[config.mk]
export PLATFORM = sky130hd
export DESIGN_NAME = note_judge
export DESIGN_NICKNAME = d
export VERILOG_FILES = /design/src/rtl/note_judge.sv
export SDC_FILE = /design/constraint.sdc
export NUM_CORES = 1
export LEC_CHECK = 0
export CAP_MARGIN = 20
export CORE_AREA = 2 2 90 92
export CTS_CLUSTER_DIAMETER = 80
export DETAILED_ROUTE_END_ITERATION = 8
export DIE_AREA = 0 0 92 94
export SETUP_SLACK_MARGIN = 0.2
export SYNTH_ARGS = -nofsm -noshare
export SYNTH_HDL_FRONTEND = slang
export SYNTH_SLANG_ARGS = --single-unit
[constraint.sdc]
create_clock -name clk -period 3.21 [get_ports clk]
set_input_delay 0.4815 -clock clk [delete_from_list [all_inputs] [get_ports clk]]
set_output_delay 0.4815 -clock clk [all_outputs]
set_load 0.1 [all_outputs]
[src/rtl/note_judge.sv]
// -----------------------------------------------------------------------------
// note_judge
//   Rhythm-game hit judge sitting in front of the score counter. Each beat_tick
//   in GAME_PLAY opens a timing window for the note row. Button presses that
//   arrive inside the window are recorded. When the window closes it produces a
//   one-cycle judgement and the updated combo count.
//
// Parameters
//   WINDOW     window length in clock cycles (>= 2)
//   CNT_W      window counter width (2**CNT_W > WINDOW)
//
// Ports
//   clk            system clock
//   rst            asynchronous, active-high reset
//   current_state  game FSM state: 0 IDLE, 1 SONG_SELECT, 2 GAME_PLAY, 3 GAME_OVER
//   beat_tick      one-cycle pulse: the note row is at the hit line
//   note           expected lanes (bit0 lane A, bit1 lane B), sampled on beat_tick
//   btn            raw asynchronous lane buttons, active-high
//   inp            lanes judged as hit; zero outside the hit_valid cycle
//   hit_valid      one-cycle judgement strobe
//   combo          consecutive-clear count, saturating at 255
//   max_combo      highest combo since the last SONG_SELECT
// -----------------------------------------------------------------------------
module note_judge #(
  parameter int WINDOW = 2500000,
  parameter int CNT_W  = 22
) (
  input  logic       clk,
  input  logic       rst,
  input  logic [1:0] current_state,
  input  logic       beat_tick,
  input  logic [1:0] note,
  input  logic [1:0] btn,
  output logic [1:0] inp,
  output logic       hit_valid,
  output logic [7:0] combo,
  output logic [7:0] max_combo
);

  localparam logic [1:0] GS_SONG_SELECT = 2'd1;
  localparam logic [1:0] GS_GAME_PLAY   = 2'd2;

  // The beat cycle itself is the first window cycle, so the register starts
  // at WINDOW-2 and the last window cycle is the one where it reads zero.
  localparam logic [CNT_W-1:0] CNT_LOAD = CNT_W'(WINDOW - 2);
  localparam logic [CNT_W-1:0] CNT_ONE  = CNT_W'(1);

  typedef enum logic {
    S_WAIT = 1'b0,
    S_OPEN = 1'b1
  } state_t;

  state_t           r_state, w_state_nxt;
  logic [1:0]       r_sync1, r_sync2;
  logic [1:0]       r_exp,   w_exp_nxt;
  logic [1:0]       r_got,   w_got_nxt;
  logic             r_stray, w_stray_nxt;
  logic [CNT_W-1:0] r_cnt,   w_cnt_nxt;
  logic [1:0]       r_inp,   w_inp_nxt;
  logic             r_hit_valid;
  logic [7:0]       r_combo, w_combo_nxt;
  logic [7:0]       r_max,   w_max_nxt;

  logic       w_game;
  logic       w_open;
  logic       w_resolve;
  logic [1:0] w_press;
  logic [1:0] w_got_fin;
  logic       w_stray_fin;
  logic       w_clear;
  logic       w_break;

  assign w_game = (current_state == GS_GAME_PLAY);

  // The second synchronizer flop also serves as the previous value for the
  // rising-edge detector, so no dedicated edge register is needed.
  assign w_press = r_sync1 & ~r_sync2;

  // Accumulators including a press in the current cycle; a press in the
  // resolving cycle still belongs to the window being closed.
  assign w_got_fin   = r_got | (w_press & r_exp);
  assign w_stray_fin = r_stray | (|(w_press & ~r_exp));

  assign w_clear = (r_exp != 2'b00) && (w_got_fin == r_exp) && !w_stray_fin;
  assign w_break = ((r_exp != 2'b00) && (w_got_fin != r_exp)) || w_stray_fin;

  // Window FSM: next state and datapath loads.
  always_comb begin
    // NOTE: every signal driven here gets a default first so no latch is inferred.
    w_state_nxt = r_state;
    w_exp_nxt   = r_exp;
    w_got_nxt   = r_got;
    w_stray_nxt = r_stray;
    w_cnt_nxt   = r_cnt;
    w_resolve   = 1'b0;
    w_open      = 1'b0;

    unique case (r_state)
      S_WAIT: begin
        if (w_game && beat_tick) w_open = 1'b1;
      end
      S_OPEN: begin
        if (!w_game) begin
          // Leaving GAME_PLAY abandons the window without a judgement.
          w_state_nxt = S_WAIT;
        end else if (beat_tick) begin
          w_resolve = 1'b1;
          w_open    = 1'b1;
        end else if (r_cnt == '0) begin
          w_resolve   = 1'b1;
          w_state_nxt = S_WAIT;
        end else begin
          w_got_nxt   = w_got_fin;
          w_stray_nxt = w_stray_fin;
          w_cnt_nxt   = r_cnt - CNT_ONE;
        end
      end
      default: w_state_nxt = S_WAIT;
    endcase

    if (w_open) begin
      w_state_nxt = S_OPEN;
      w_exp_nxt   = note;
      w_got_nxt   = 2'b00;
      w_stray_nxt = 1'b0;
      w_cnt_nxt   = CNT_LOAD;
    end
  end

  // Judgement and combo bookkeeping.
  always_comb begin
    w_inp_nxt   = w_resolve ? w_got_fin : 2'b00;
    w_combo_nxt = r_combo;
    w_max_nxt   = r_max;

    if (current_state == GS_SONG_SELECT) begin
      w_combo_nxt = 8'd0;
      w_max_nxt   = 8'd0;
    end else if (w_resolve) begin
      if (w_clear) begin
        w_combo_nxt = (r_combo == 8'hFF) ? 8'hFF : r_combo + 8'd1;
      end else if (w_break) begin
        w_combo_nxt = 8'd0;
      end
      if (w_combo_nxt > r_max) w_max_nxt = w_combo_nxt;
    end
  end

  always_ff @(posedge clk or posedge rst) begin
    if (rst) begin
      r_state     <= S_WAIT;
      r_sync1     <= 2'b00;
      r_sync2     <= 2'b00;
      r_exp       <= 2'b00;
      r_got       <= 2'b00;
      r_stray     <= 1'b0;
      r_cnt       <= '0;
      r_inp       <= 2'b00;
      r_hit_valid <= 1'b0;
      r_combo     <= 8'd0;
      r_max       <= 8'd0;
    end else begin
      // NOTE: non-blocking assignments so every flop samples pre-edge values.
      r_state     <= w_state_nxt;
      r_sync1     <= btn;
      r_sync2     <= r_sync1;
      r_exp       <= w_exp_nxt;
      r_got       <= w_got_nxt;
      r_stray     <= w_stray_nxt;
      r_cnt       <= w_cnt_nxt;
      r_inp       <= w_inp_nxt;
      r_hit_valid <= w_resolve;
      r_combo     <= w_combo_nxt;
      r_max       <= w_max_nxt;
    end
  end

  assign inp       = r_inp;
  assign hit_valid = r_hit_valid;
  assign combo     = r_combo;
  assign max_combo = r_max;

endmodule

==> results of run 1 <==
report_power, final:
group | switching [mW] | internal, mW
combinational | 0.124 | 0.0717
sequential | 0.0173 | 0.655
clock | 0.215 | 0.234
synthesized netlist by cell type (2+ instances only):
master / count / area [sq um]
a211oi_1: 5 / 37.5
a21o_1: 2 / 15.0
a21oi_1: 8 / 40.0
a311oi_1: 4 / 35.0
a31oi_1: 3 / 18.8
a41oi_1: 2 / 17.5
and2_1: 5 / 31.3
and3_1: 3 / 18.8
and3b_1: 2 / 17.5
and4_1: 2 / 17.5
clkbuf_1: 7 / 26.3
dfrtp_1: 51 / 1280
ha_1: 10 / 125
inv_1: 23 / 86.3
mux2i_1: 17 / 170
nand2_1: 33 / 124
nand2b_1: 6 / 37.5
nand3_1: 9 / 45.0
nand4_1: 7 / 43.8
nor2_1: 23 / 86.3
nor2b_1: 8 / 50.1
nor3_1: 9 / 45.0
nor3b_1: 2 / 15.0
nor4_1: 6 / 37.5
nor4_4: 4 / 85.1
nor4b_1: 2 / 17.5
o2111ai_1: 2 / 17.5
o211ai_1: 3 / 22.5
o21a_1: 3 / 22.5
o21ai_0: 5 / 25.0
o21ai_1: 4 / 20.0
o221ai_1: 5 / 43.8
o31ai_1: 3 / 22.5
or2_2: 2 / 12.5
or3_1: 4 / 25.0
or4_1: 5 / 37.5
xor2_1: 4 / 35.0
per-layer routing:
metal	routed length (um)	GRT usage	part of all wire
met4	96	0.0448	0.014
met2	3320	0.279	0.48
met5	0	0	0
met1	3250	0.226	0.47
met3	314	0.0337	0.045
state kept, by name (all words and copies together), names as in the netlist:
register   count
combo          8
hit_valid      1
r_cnt         22
max_combo      8
r_sync1        2
inp            2
r_exp          2
r_state        1
r_stray        1
r_got          2
r_sync2        2
timing repair:
item | in CTS | in global routing
gates resized for setup | 1 | 13
endpoints found under the setup margin | 1 | 8
hold buffers | 0 | 0
buffers inserted | 0 | 4
pin swaps | 0 | 2
cell type report:
class	count	area, sq um	share of cell area
multi-input cells	230	1700	0.469
flip-flops and latches	51	1290	0.355
repair buffers	38	320	0.0883
well taps	102	128	0.0352
inverters	23	86.3	0.0238
clock buffers	7	76.3	0.0210
clock inverters	1	30.0	0.00828
worst paths after layout:
path	start	to	slack [ps]	cells past startpoint
max reg2reg	combo[1]	max_combo[7]	340	12
max	combo[1]	max_combo[7]	340	12
max in group asynchronous	rst	combo[0]	1950	3
min in group asynchronous	rst	max_combo[5]	490	2
min	r_sync1[1]	r_sync2[1]	380	0
min reg2reg	r_sync1[1]	r_sync2[1]	380	0
kinds of logic after synthesis:
logic type	count (synthesis)	synth area share
mux	17	0.0564
compound gates	61	0.159
xor+xnor	4	0.0116
flops	51	0.423
fa+ha+maj	10	0.0415
buf+inv	32	0.0415
simple gates	138	0.267
==> implementation parameters, run 1 <==
Parameter                              Value

Outcome
  Outcome ... finished clean

Timing
  Timing-limited maximum frequency ... 0.349 GHz
  Setup clock skew after layout ... 12.5 ps
  Final critical path time including I/O delays and setup ... 2870 ps
  RSZ-0062 raised after global routing ... no
  Setup TNS ... 0 ps
  Final hold slack ... 377 ps
  Worst-Margin Slew ... 972 ps
  Relative slew slack ... 0.350
  Share of the clock period used by the worst path ... 0.894
  PnR worst setup slack ... 341 ps
  Hold Vio Cnt, Final ... 0
  Pins over their slew limit ... 0
  Number of setup violations in the final report ... 0

Worst setup path
  Cell with the biggest individual delay on the critical path ... dfrtp_2
  List of cells traversed by the critical path ... ha_4, and4_4, nand2_2, a311oi_2, o221ai_2, inv_1, ha_1, and4b_1, a211oi_2, o221ai_2, o211ai_4, mux2i_1
  Maximum fanout encountered on the critical timing path ... 8
  Critical path launch point type ... flip-flop
  Critical path type ... flip-flop to flip-flop
  Critical path buffers and inverters ... 1
  CP required ... 3440 ps
  Cell with the most instances on the worst path ... o221ai_2
  CP Capture Type ... flip-flop
  Cell family with the largest share of critical-path delay ... compound AO/OA/AOI/OAI gates
  Maximum single-stage delay on the critical path ... 410 ps
  Data arrival time of the worst path ... 3100 ps

GRT
  Global-route usage over all layers ... 0.168
  Wire length of the first global-routing pass ... 11.8 mm
  Global route overflow ... 0
  Pin count of the biggest net entering global routing ... 32
  Vias in the first global route ... 2406
  Initial antenna violation count ... 0

CTS
  TritonCTS clock tree ... yes
  Clock latency on the worst-skew pair ... 310 ps
  CTS HTree Levels ... 2
  Number of buffers on the longest clock path ... 2
  Clock edge transition at the registers on the reported setup and hold paths ... 100 ps
  Number of buffers added by the clock tree synthesis step ... 5
  Root buffer cell ... clkbuf_8
  CTS sink cnt ... 51

Placed design
  Sum of net half-perimeters after detailed placement ... 4.90 mm
  Placer Congestion ... 0.839
  Cell total after placement ... 440
  Total placed instance area ... 3420 sq um
  Worst slack at placement ... 205 ps
  Count of buffers from port buffering ... 27

Routing
  Post-route DRC violation count ... 0
  Number of DRC markers after the initial detailed-route iteration ... 172
  Number of nets with antenna violations after detailed routing ... 0
  Final routed wirelength across all metal layers ... 6.98 mm
  Via-to-Cell Ratio ... 5.63
  Routed len/inst ... 15.4 um
  Number of optimization iterations in the first detailed-route pass ... 4
  Vias after detailed routing ... 2543

Synthesis
  Library cells used by synthesis ... 57
  Cell count after synthesis ... 313
  Flop and latch count out of synthesis ... 51
  Count of flip-flops with a built-in enable after synthesis ... 0
  Most used DFF post-synth ... dfrtp_1
  Fraction of registers with async set or reset after synthesis ... 1.00
  Cell area after synthesis ... 3020 sq um
  Number of warnings printed during yosys synthesis ... 0
  Post-synthesis average cell area ... 9.64 sq um
  Synth Net Count ... 332
  Portion of the post-synthesis area used by sequential elements ... 0.423

Power
  Static leakage ... 1.52 nW
  Power per unit of standard cell area ... 363 nW/um^2
  Worst IR drop on VDD ... 0.159 mV
  Pwr Total ... 1.32 mW

Final layout
  Share of final-layout standard cells stronger than drive strength 1 ... 0.191
  Filler Cell Count ... 725
  Final core utilization ... 0.477
  Synthesis-to-finish area growth ... 20.1%
  Most common cell after layout, fill and taps aside ... dfrtp_1
  Post-Layout Cell Count ... 452
  Most used cells in the layout excluding fill and tap cells ... 43 x dfrtp_1, 32 x nand2_1, 24 x buf_4
  Number of inserted diodes ... 0
  Net count of the finished layout ... 368
  Cell area after layout ... 3630 sq um

Floorplanning
  Die extent in y ... 94 um
  Die X-Extent ... 92 um
  Core region area ... 7610 sq um
  Number of top-level pins ... 28
  Starting Density ... 0.397
  Die Footprint ... 8650 sq um
  Number of core rows ... 32

Worst hold path
  Classification of the worst-slack hold path ... flip-flop to flip-flop

Job
  Number of max-cap violations ... 0
Note: power is estimated with default switching activity, not from simulation.
==> run 2: changes to the inputs <==
--- a/config.mk
+++ b/config.mk
@@ -5,11 +5,10 @@
 export SDC_FILE = /design/constraint.sdc
 export NUM_CORES = 1
 export LEC_CHECK = 0
-export CAP_MARGIN = 20
-export CORE_AREA = 2 2 90 92
+export CORE_AREA = 8 8 91 93
 export CTS_CLUSTER_DIAMETER = 80
 export DETAILED_ROUTE_END_ITERATION = 8
-export DIE_AREA = 0 0 92 94
+export DIE_AREA = 0 0 99 101
 export SETUP_SLACK_MARGIN = 0.2
 export SYNTH_ARGS = -nofsm -noshare
 export SYNTH_HDL_FRONTEND = slang
==> implementation parameters, run 2 (synthesis results as in run 1) <==
Parameter                              Value

Outcome
  Outcome ... finished clean

Floorplanning
  Core region area ... 6940 sq um (-8.7%)
  Die Footprint ... 10000 sq um (+16%)
  Starting Density ... 0.435 (+0.0380)
  Die extent in y ... 101 um (+7.4%)
  Number of top-level pins ... 28 (unchanged)
  Number of core rows ... 31 (-3.1%)
  Die X-Extent ... 99 um (+7.6%)

Worst setup path
  Endpoint of the lowest-slack register-to-register path ... max_combo[4]
  Critical path buffers and inverters ... 1 (unchanged)
  Beginning of the worst register-to-register path ... combo[1]
  Cell with the most instances on the worst path ... o221ai_2
  Maximum single-stage delay on the critical path ... 450 ps (+40 ps)
  Cell family with the largest share of critical-path delay ... compound AO/OA/AOI/OAI gates
  Data arrival time of the worst path ... 3120 ps (+20 ps)
  Cell with the biggest individual delay on the critical path ... dfrtp_2
  Critical path launch point type ... flip-flop
  List of cells traversed by the critical path ... ha_4, and4_4, nand2_1, a311oi_2, o221ai_2, inv_1, ha_1, and4b_1, a211oi_2, o221ai_2, o211ai_4, mux2i_1
  Cells on worst reg2reg path ... 12 (unchanged)
  Maximum fanout encountered on the critical timing path ... 8 (unchanged)
  R2R setup slack ... 330 ps (-20 ps)
  CP Depth ... 12 (unchanged)
  CP Capture Type ... flip-flop
  CP required ... 3450 ps (about the same)
  Critical path type ... flip-flop to flip-flop

Power
  Static leakage ... 1.53 nW (+0.30%)
  Worst IR drop on VDD ... 0.206 mV (+30%)
  Power per unit of standard cell area ... 377 nW/um^2 (+3.7%)

Final layout
  FF/Latch Area ... 1290 sq um (unchanged)
  Net count of the finished layout ... 368 (unchanged)
  Flip-flop count of the largest register after layout ... 22 (unchanged)
  Number of inserted diodes ... 0 (unchanged)
  Most common cell after layout, fill and taps aside ... dfrtp_1
  Area used by multi-input combinational logic ... 1670 sq um (-1.8%)
  Synthesis-to-finish area growth ... 18.5%
  Filler Cell Count ... 621 (-14%)
  Final core utilization ... 0.515 (+0.0386)
  Most used cells in the layout excluding fill and tap cells ... 43 x dfrtp_1, 33 x nand2_1, 26 x buf_4
  Share of final-layout standard cells stronger than drive strength 1 ... 0.189 (-0.00286)
  Biggest register ... r_cnt

Worst hold path
  Classification of the worst-slack hold path ... flip-flop to flip-flop
  Destination of the worst hold path ... r_sync2[0]
  Hold Crit Depth ... 0 (unchanged)
  Hold wc startpoint ... r_sync1[0]

Timing
  Setup clock skew after layout ... 5.20 ps (-7.35 ps)
  Relative slew slack ... 0.354 (+0.00407)
  Number of setup violations in the final report ... 0 (unchanged)
  Share of the clock period used by the worst path ... 0.898 (+0.00478)
  Final critical path time including I/O delays and setup ... 2880 ps (+15.3 ps)
  Setup TNS ... 0 ps (unchanged)
  Pins over their slew limit ... 0 (unchanged)
  Hold Vio Cnt, Final ... 0 (unchanged)
  RSZ-0062 raised after global routing ... no
  Worst-Margin Slew ... 966 ps (-6.09 ps)
  PnR worst setup slack ... 326 ps (-15.3 ps)
  Final hold slack ... 378 ps (+1.03 ps)
  Timing-limited maximum frequency ... 0.347 GHz (-0.53%)

GRT
  Wire length of the first global-routing pass ... 12.3 mm (+4.4%)
  Initial antenna violation count ... 0 (unchanged)
  Most used routing layer in global routing ... met2
  Global route overflow ... 0 (unchanged)
  Met1 global-route usage ... 0.187 (-0.0394)
  Vias in the first global route ... 2480 (+3.1%)
  Met2 Use GR ... 0.259 (-0.0194)
  Met3 track demand over resource in global routing ... 0.0290 (-0.00470)
  Global-route usage over all layers ... 0.152 (-0.0164)
  Pin count of the biggest net entering global routing ... 25 (-22%)

CTS
  TritonCTS clock tree ... yes
  Number of buffers on the longest clock path ... 2 (unchanged)
  Clock latency on the worst-skew pair ... 310 ps (about the same)
  Root buffer cell ... clkbuf_8
  CTS HTree Levels ... 2 (unchanged)
  Clock edge transition at the registers on the reported setup and hold paths ... 100 ps (about the same)
  Number of buffers added by the clock tree synthesis step ... 5 (unchanged)
  CTS sink cnt ... 51 (unchanged)

Placed design
  Count of buffers from port buffering ... 27 (unchanged)
  Placer Congestion ... 0.813 (-3.1%)
  Sum of net half-perimeters after detailed placement ... 5.18 mm (+5.6%)
  Worst slack at placement ... 126 ps (-79.1 ps)

Routing
  Routed len/inst ... 16.7 um (+8.4%)
  Vias after detailed routing ... 2492 (-2.0%)
  Via-to-Cell Ratio ... 5.77 (+2.5%)
  Final routed wirelength across all metal layers ... 7.23 mm (+3.6%)
  Number of optimization iterations in the first detailed-route pass ... 4 (unchanged)
  Post-route DRC violation count ... 0 (unchanged)
  Number of DRC markers after the initial detailed-route iteration ... 91 (-47%)
  Number of nets with antenna violations after detailed routing ... 0 (unchanged)

Job
  Number of max-cap violations ... 0 (unchanged)
-- run 2: changes by cell type in the layout (fill, tap and decap cells not counted), moves of 2 or more --
cell             change
buf_4                +2
nor2b_1              +2
clkdlybuf4s50_1      -2
clkbuf_1             -2
-- run 2: routing by layer --
metal  vias to the layer above  share of wire
li1                       1227              -
met1                      1216           0.46
met2                        43           0.49
met3                         6          0.038
met4                         0          0.012
met5                         -              0
-- run 2: cell type report --
cell class,count,share of cell area
inverters,23,0.0241
flip-flops and latches,51,0.360
clock inverters,2,0.00979
well taps,82,0.0287
repair buffers,38,0.0881
clock buffers,6,0.0231
multi-input cells,230,0.467
-- run 2: report_power, final --
group	internal (mW)	total [mW]	switching [mW]
combinational	0.0712	0.192	0.121
clock	0.253	0.484	0.231
sequential	0.655	0.671	0.0158
total	0.979	1.35	0.368
-- run 2: repair_timing --
action / CTS / global route
cloned: 0 / 0
hold buffers: 0 / 0
buffers inserted: 0 / 1
pin swaps: 0 / 0
setup endpoints to repair: 8 / 8
resized for setup: 4 / 3
-- run 2: per-stage QoR --
step / instances / power, mW / cell area, sq um
2_1_floorplan: 313 / 0.806 / 3040
3_3_place_gp: 423 / 0.865 / 3410
3_5_place_dp: 423 / 0.867 / 3410
4_1_cts: 431 / 1.36 / 3550
5_1_grt: 432 / 1.40 / 3580
6_report: 432 / 1.35 / 3580
-- run 2: worst max path at each step --
stage                        start            to  slack (ps)
final                     combo[1]  max_combo[4]         330
after global routing      r_exp[1]  max_combo[2]         210
after CTS                 combo[0]  max_combo[7]         220
after detailed placement  combo[0]  max_combo[7]         130
after global placement    combo[0]  max_combo[0]         230
after floorplan           combo[0]  max_combo[0]         240
-- run 2: worst reg2reg max path: stages (launching register included) --
cell and delay (ps):
dfrtp_2 450, ha_4 180, and4_4 220, nand2_1 120, a311oi_2 250, o221ai_2 180
inv_1 90, ha_1 250, and4b_1 210, a211oi_2 250, o221ai_2 160, o211ai_4 210
mux2i_1 250
